### src/rtl/scan_ctrl_pkg.sv
// rtl/scan_ctrl_pkg.sv - shared types and defaults for the scan chain sequencer
//
// Purpose : state encoding and default chain geometry used by scan_chain_ctrl.
// Contents: DEF_CHAIN_LEN, DEF_CAP_CYC  - default parameter values
//           state_e                     - 3-bit sequencer state encoding
package scan_ctrl_pkg;

    localparam int DEF_CHAIN_LEN = 16;
    localparam int DEF_CAP_CYC   = 1;

    typedef enum logic [2:0] {
        ST_IDLE      = 3'd0,
        ST_SHIFT_IN  = 3'd1,
        ST_CAPTURE   = 3'd2,
        ST_SHIFT_OUT = 3'd3,
        ST_DONE      = 3'd4
    } state_e;

endpackage

### src/rtl/scan_chain_ctrl.sv
// rtl/scan_chain_ctrl.sv - load / capture / unload sequencer for one muxed-D scan chain
//
// Purpose : serially loads a pattern (MSB first), applies CAP_CYC functional
//           capture cycles, unloads the chain into a result register and
//           compares it against a masked expected value.
// Ports   : CLK      - clock, shared with the scan chain
//           RN       - asynchronous active-low reset
//           start    - run request, accepted in IDLE only
//           abort    - synchronous abort of a run in progress
//           pat_in   - pattern to load, pat_in[k] lands in cell k
//           exp_in   - expected captured value
//           mask_in  - per-bit compare enable
//           scan_so  - Q of the last chain cell
//           scan_en  - SE of every chain cell (registered)
//           scan_si  - SI of chain cell 0 (registered)
//           busy     - high outside IDLE (registered)
//           done     - one-cycle pulse at the end of a completed run
//           pass     - masked compare result, valid from done
//           result   - unloaded chain content, result[k] = cell k after capture
module scan_chain_ctrl
    import scan_ctrl_pkg::*;
#(
    parameter int CHAIN_LEN = DEF_CHAIN_LEN,
    parameter int CAP_CYC   = DEF_CAP_CYC,
    parameter int CNT_W     = $clog2(CHAIN_LEN + 1)
) (
    input  logic                 CLK,
    input  logic                 RN,
    input  logic                 start,
    input  logic                 abort,
    input  logic [CHAIN_LEN-1:0] pat_in,
    input  logic [CHAIN_LEN-1:0] exp_in,
    input  logic [CHAIN_LEN-1:0] mask_in,
    input  logic                 scan_so,
    output logic                 scan_en,
    output logic                 scan_si,
    output logic                 busy,
    output logic                 done,
    output logic                 pass,
    output logic [CHAIN_LEN-1:0] result
);

    // The same counter times both shift phases and the capture phase, so it
    // must also be wide enough for a capture count longer than the chain.
    localparam int CAP_W = $clog2(CAP_CYC + 1);
    localparam int CTR_W = (CNT_W > CAP_W) ? CNT_W : CAP_W;

    localparam logic [CTR_W-1:0] SHIFT_LAST = CTR_W'(CHAIN_LEN - 1);
    localparam logic [CTR_W-1:0] CAP_LAST   = CTR_W'(CAP_CYC - 1);
    localparam logic [CTR_W-1:0] CNT_ONE    = CTR_W'(1);

    state_e               state_q, state_d;
    logic [CTR_W-1:0]     cnt_q, cnt_d;
    logic [CHAIN_LEN-1:0] pat_q, pat_d;
    logic [CHAIN_LEN-1:0] exp_q, exp_d;
    logic [CHAIN_LEN-1:0] mask_q, mask_d;
    logic [CHAIN_LEN-1:0] sh_q, sh_d;
    logic [CHAIN_LEN-1:0] result_q, result_d;
    logic                 pass_q, pass_d;
    logic                 scan_en_q, scan_en_d;
    logic                 scan_si_q, scan_si_d;
    logic                 busy_q, busy_d;
    logic                 done_q, done_d;

    always_ff @(posedge CLK or negedge RN) begin
        if (!RN) begin
            state_q   <= ST_IDLE;
            cnt_q     <= '0;
            pat_q     <= '0;
            exp_q     <= '0;
            mask_q    <= '0;
            sh_q      <= '0;
            result_q  <= '0;
            pass_q    <= 1'b0;
            scan_en_q <= 1'b0;
            scan_si_q <= 1'b0;
            busy_q    <= 1'b0;
            done_q    <= 1'b0;
        end else begin
            state_q   <= state_d;
            cnt_q     <= cnt_d;
            pat_q     <= pat_d;
            exp_q     <= exp_d;
            mask_q    <= mask_d;
            sh_q      <= sh_d;
            result_q  <= result_d;
            pass_q    <= pass_d;
            scan_en_q <= scan_en_d;
            scan_si_q <= scan_si_d;
            busy_q    <= busy_d;
            done_q    <= done_d;
        end
    end

    // The chain-facing outputs are registered, so every decision here is made
    // one cycle ahead: the values computed below are what the chain sees in
    // the cycle after the coming edge, i.e. they follow state_d, not state_q.
    always_comb begin
        state_d   = state_q;
        cnt_d     = cnt_q;
        pat_d     = pat_q;
        exp_d     = exp_q;
        mask_d    = mask_q;
        sh_d      = sh_q;
        result_d  = result_q;
        pass_d    = pass_q;
        scan_en_d = 1'b0;
        scan_si_d = 1'b0;
        done_d    = 1'b0;

        case (state_q)
            ST_IDLE: begin
                if (start) begin
                    // pat_q is kept pre-shifted: its MSB is always the next
                    // bit to present, so no variable index is needed.
                    pat_d     = {pat_in[CHAIN_LEN-2:0], 1'b0};
                    exp_d     = exp_in;
                    mask_d    = mask_in;
                    sh_d      = '0;
                    cnt_d     = '0;
                    state_d   = ST_SHIFT_IN;
                    scan_en_d = 1'b1;
                    scan_si_d = pat_in[CHAIN_LEN-1];
                end
            end

            ST_SHIFT_IN: begin
                if (cnt_q == SHIFT_LAST) begin
                    cnt_d   = '0;
                    state_d = ST_CAPTURE;
                end else begin
                    cnt_d     = cnt_q + CNT_ONE;
                    scan_en_d = 1'b1;
                    scan_si_d = pat_q[CHAIN_LEN-1];
                    pat_d     = {pat_q[CHAIN_LEN-2:0], 1'b0};
                end
            end

            ST_CAPTURE: begin
                if (cnt_q == CAP_LAST) begin
                    cnt_d     = '0;
                    state_d   = ST_SHIFT_OUT;
                    scan_en_d = 1'b1;
                end else begin
                    cnt_d = cnt_q + CNT_ONE;
                end
            end

            ST_SHIFT_OUT: begin
                // Unload into a private shift register; result/pass are only
                // committed on the final edge so an abort leaves them intact.
                sh_d = {sh_q[CHAIN_LEN-2:0], scan_so};
                if (cnt_q == SHIFT_LAST) begin
                    cnt_d    = '0;
                    state_d  = ST_DONE;
                    result_d = sh_d;
                    pass_d   = ~|((sh_d ^ exp_q) & mask_q);
                    done_d   = 1'b1;
                end else begin
                    cnt_d     = cnt_q + CNT_ONE;
                    scan_en_d = 1'b1;
                end
            end

            ST_DONE: begin
                state_d = ST_IDLE;
            end

            default: begin
                state_d = ST_IDLE;
                cnt_d   = '0;
            end
        endcase

        if (abort && (state_q != ST_IDLE)) begin
            state_d   = ST_IDLE;
            cnt_d     = '0;
            sh_d      = sh_q;
            result_d  = result_q;
            pass_d    = pass_q;
            scan_en_d = 1'b0;
            scan_si_d = 1'b0;
            done_d    = 1'b0;
        end
    end

    assign busy_d  = (state_d != ST_IDLE);

    assign scan_en = scan_en_q;
    assign scan_si = scan_si_q;
    assign busy    = busy_q;
    assign done    = done_q;
    assign pass    = pass_q;
    assign result  = result_q;

endmodule
### config.mk
export PLATFORM = sky130hd
export DESIGN_NAME = scan_chain_ctrl
export DESIGN_NICKNAME = d
export VERILOG_FILES = /design/src/rtl/scan_ctrl_pkg.sv /design/src/rtl/scan_chain_ctrl.sv
export SDC_FILE = /design/constraint.sdc
export NUM_CORES = 1
export LEC_CHECK = 0
export CAP_MARGIN = 30
export CORE_ASPECT_RATIO = 0.5
export CORE_MARGIN = 10
export CORE_UTILIZATION = 30
export DETAILED_ROUTE_END_ITERATION = 7
export HOLD_SLACK_MARGIN = 0.15
export MAX_ROUTING_LAYER = met4
export PLACE_DENSITY = 0.58
export SLEW_MARGIN = 10
export SYNTH_ARGS = -nofsm -noshare
export SYNTH_HDL_FRONTEND = slang
export SYNTH_SLANG_ARGS = --single-unit
### constraint.sdc
create_clock -name CLK -period 1.7 [get_ports CLK]
set_input_delay 0.34 -clock CLK [delete_from_list [all_inputs] [get_ports CLK]]
set_output_delay 0.34 -clock CLK [all_outputs]
set_load 0.1 [all_outputs]
# Word-level counts from Yosys, hierarchy flattened
# Cells that the tools add are included.
# classes
n_addsub	1
n_eq_ne	9
mux	28
bitwise_logic	3
reduce_logical	15
# op_table
op	count
$mux 16	2
$pmux 16 s2	1
$pmux 15 s2	1
$mux 5	4
$pmux 5 s4	1
$and 16x16->16	1
$reduce_or 16->1	1
$xor 16x16->16	1
$mux 15	1
$mux 3	5
$pmux 3 s4	1
$mux 1	10
$reduce_and 3->1	3
$eq 3x2->1 const B	2
$ne 2x2->1 const B	3
$reduce_bool 3->1	2
$add 5x1->5 const B	1
$eq 5x4->1 const B	1
$logic_not 5->1	1
$reduce_and 2->1	2
$reduce_bool 2->1	2
$eq 3x1->1 const B	1
$eq 3x3->1 const B	1
$logic_not 3->1	1
other kinds (7)	7
# totals
register_bits	92
inputBits	53
output_inout_bits	21

# Logic depth before layout (Yosys ltp)
# depth
ltp_word	5
mapped_depth	9
depth_no_buf	7

# Worst setup path before layout
# No wires, ideal clock.
# synth_timing
path_kind	register to register
from	register cnt_q[0]
to	register result_q[2] (netlist: result[2])
setup_ns	0.126
arrival_ns	1.715
required_time_ns	1.574
path_slack_ns	-0.141
stages_incl_launch_ff	7
n_path_buf	1
path_cell_list	dfrtp_1 -> ha_1 -> and3_1 -> ha_1 -> nand3_4 -> buf_2 -> mux2_2
# synth_via
elab_chain_cells	2
# synth_rtl
element	line	rtl
start: declaration	scan_chain_ctrl.sv:53	logic [CTR_W-1:0] cnt_q, cnt_d;
start signal: assignment	scan_chain_ctrl.sv:81	cnt_q <= cnt_d;
$eq 5x4->1	scan_chain_ctrl.sv:153	if (cnt_q == SHIFT_LAST) begin
$reduce_and 3->1 (no source line)	n/a	
end signal: assignment	scan_chain_ctrl.sv:86	result_q <= result_d;
end: declaration	scan_chain_ctrl.sv:58	logic [CHAIN_LEN-1:0] result_q, result_d;
# No other way between the ends.
# A chain may end at the register's enable or synchronous reset.

# Worst setup path in the final report
# layout_timing
from	register cnt_q[1]
to	register pat_q[5]
# layout_via
elab_chain_cells	3
# layout_rtl
element	line	rtl
$eq 5x4->1	scan_chain_ctrl.sv:128	if (cnt_q == SHIFT_LAST) begin
$ne 2x2->1 (no source line)	n/a	
$reduce_and 3->1 (no source line)	n/a	
end signal: assignment	scan_chain_ctrl.sv:82	pat_q <= pat_d;
end: declaration	scan_chain_ctrl.sv:54	logic [CHAIN_LEN-1:0] pat_q, pat_d;
# No other way between the ends.

==> impl_metrics.ini <==
[outcome]
outcome = finished with violations
failed_checks = setup timing

[global_routing]
grt-ovfl-total = 0
first_global_vias = 2906
grt_usage_pct = 10.9
grt_pass1_wl_mm = 15.4
grt_max_degree = 37
antenna_found_initial = 0

[critical_path]
cp-start-kind = register
endpoint = pat_q[5]
reg2reg_from = cnt_q[1]
cp.arrival_ps = 2010
reg2reg_slack_ps = -100
endpoint_kind = register
worstPathMaxFanout = 7
cp_data_required_time_ps = 1920
reg2reg_depth = 8
critPathKind = reg -> reg
crit_start = cnt_q[1]
r2r_end = pat_q[5]

[yosys]
synthArstFlopShare_pct = 100
yosysMostFrequentCell = dfrtp_1
yosys.area_share.xor_xnor_pct = 3.67
syn_area_um2 = 4060
ys_warn_count = 0
synth_edf_count = 0
synth_top_family_by_area = multiplexers
seq_area_frac_synth_pct = 56.2
synth.top_cells.by_area = dfrtp_1 56%, mux2_2 13%, nand2_1 4.3%, mux2i_1 3.5%, xor2_1 3.5%
synth_largest_area_cell = dfrtp_1
synthTopCellsByCount = 91 x dfrtp_1, 48 x mux2_2, 46 x nand2_1, 18 x o21ai_0, 16 x xor2_1
synth_top_area_share_pct = 56.2
synth_cells = 330
synth_nets = 388
synthMuxAreaShare_pct = 17.1
synth_fa_ha_area_share_pct = 1.54
syn_avg_cell_area_um2 = 12.3
ys_types = 44
synthSimpleGateAreaFrac_pct = 9.04
ys_seq_elements = 91
synth_compound_area_share_pct = 8.82
synthFlopType = dfrtp_1

[clock_tree]
clk_latency_ps = 340
cts.sinks = 91
htreeDepth = 3
path_clk_slew_ps = 60
cts_made_buffers = 9
cts_tree = yes
cts_root_buf = clkbuf_16
cts_buffer_depth = 2

[sta]
hold_violations = 0
slew_headroom_pct = 71.3
tightest_slew_ps = 429
skew_ps = 7.14
rsz0062_at_grt = yes
fmax_ghz = 0.556
timing.final.max_slew_violations = 0
finalCriticalPeriod_ps = 1800
final.setup.worst_slack_ps = -98.6
timing.final.crit_share_pct = 106
setup_viol = 25

[detailed_routing]
final_antenna_net_count = 0
drt-initial-drc-count = 141
wl_per_cell_um = 16.1
route.detailed.drc = 0
dr.pass1.iters = 4
via_per_inst = 4.56
via_count = 2765
routed_wl_mm = 9.77

[placement]
dpl-instance-area_um2 = 5400
dp_hpwl_mm = 6.93
portBuffers = 73
place_congestion = 0.735
dp.cells = 584

[power]
power_density_nw_per_um2 = 1370
power_leakage_nw = 2.63
irDropWorstVdd_mv = 0.678
power.total_mw = 8.11

[finish]
syn_to_final_growth_pct = 46.2
instances_no_fill = 607
post-route-cell-area_um2 = 5930
finish.utilization_pct = 45.8
multiInputGateArea_um2 = 1770
num_antenna_cells = 0
fillCellCount = 1171
drive_above_1_share_pct = 34.1
ff_latch_area_um2 = 2280
fin_nets = 490

[floorplanning]
core_um2 = 13000
row_count = 29
die-area_um2 = 18800
pin_count = 74
start_util_pct = 31.3
die_x_um = 184
die_y_um = 102

[flow_run]
maxCapViolations = 0

[min_path]
min-delay-path-class = in -> async
[repair_timing]
action | CTS | global route
pin swaps | 2 | 8
buffers inserted | 1 | 2
gates cloned | 0 | 4
hold endpoints to repair | 65 | 0
hold buffers | 1 | 0
endpoints found under the setup margin | 41 | 52
resized for setup | 10 | 28
[placed cells by master (no fill, tap or decap), types with 3 or more instances in the layout]
| cell type | synthesis | layout |
|---|---|---|
| a21oi_1 | 5 | 3 |
| a22o_1 | 3 | 3 |
| a22oi_1 | 8 | 8 |
| buf_12 | 0 | 27 |
| buf_4 | 8 | 24 |
| buf_6 | 2 | 4 |
| clkbuf_16 | 0 | 11 |
| clkdlybuf4s50_1 | 0 | 51 |
| dfrtp_1 | 91 | 90 |
| inv_1 | 8 | 7 |
| mux2_2 | 48 | 47 |
| mux2i_1 | 14 | 14 |
| nand2_1 | 46 | 41 |
| nand2_2 | 0 | 3 |
| nor2b_1 | 4 | 3 |
| o21ai_0 | 18 | 12 |
| o21ai_1 | 12 | 16 |
| xor2_1 | 16 | 16 |
[kinds of logic after synthesis]
family,after synthesis
AO/OA/AOI/OAI,56
flip-flops,91
AND/OR/NAND/NOR,71
multiplexers,63
buffers and inverters,27
adder cells (fa/ha/maj),5
XOR/XNOR,17
[cell type report]
cell class,instances,share of cell area (%)
flip-flops and latches,91,38.4
multi-input cells,212,29.9
repair buffers,109,22.5
clock buffers,11,3.93
well taps,170,3.59
clock inverters,5,1.01
inverters,9,0.570
[worst min path at each step]
stage,to,slack [ps]
CTS,done,350
floorplan,busy,40
detailed placement,done,180
finish,done,370
global route,done,370
global placement,done,180
[power by group]
group,switching [mW],total [mW],internal (mW)
clock,0.832,1.98,1.15
combinational,1.37,2.90,1.53
sequential,0.416,3.23,2.81
total,2.62,8.11,5.49
[per-stage QoR]
stage	setup TNS (ps)	hold slack, ps	setup slack (ps)
2_1_floorplan	0	44.4	0.592
3_3_place_gp	-11660	180	-227
3_5_place_dp	-13730	180	-262
4_1_cts	-1430	350	-80.0
5_1_grt	-3820	370	-194
6_report	-1220	373	-98.6
[worst max-delay path, cell delays in order, from the launching register on]
cell and delay [ps]:
dfrtp_1 410, ha_2 210, and3_4 220, ha_4 170, inv_2 50, buf_6 110
a21oi_4 220, clkbuf_16 200, o21ai_0 90
[sequential cells by signal (all words and copies together), names as in the netlist]
register,count
state_q,3
scan_si,1
done,1
sh_q,15
pat_q,15
scan_en,1
pass,1
cnt_q,5
busy,1
mask_q,16
exp_q,16
result,16
[metal layers]
metal | GRT usage (%) | vias up | routed length, um
met1 | 13.4 | 1349 | 4710
met5 | - | - | 0
met4 | 3.81 | 0 | 139
li1 | - | 1359 | -
met3 | 3.61 | 10 | 380
met2 | 16.5 | 47 | 4540
No activity file was read; power rests on OpenSTA's default activity.
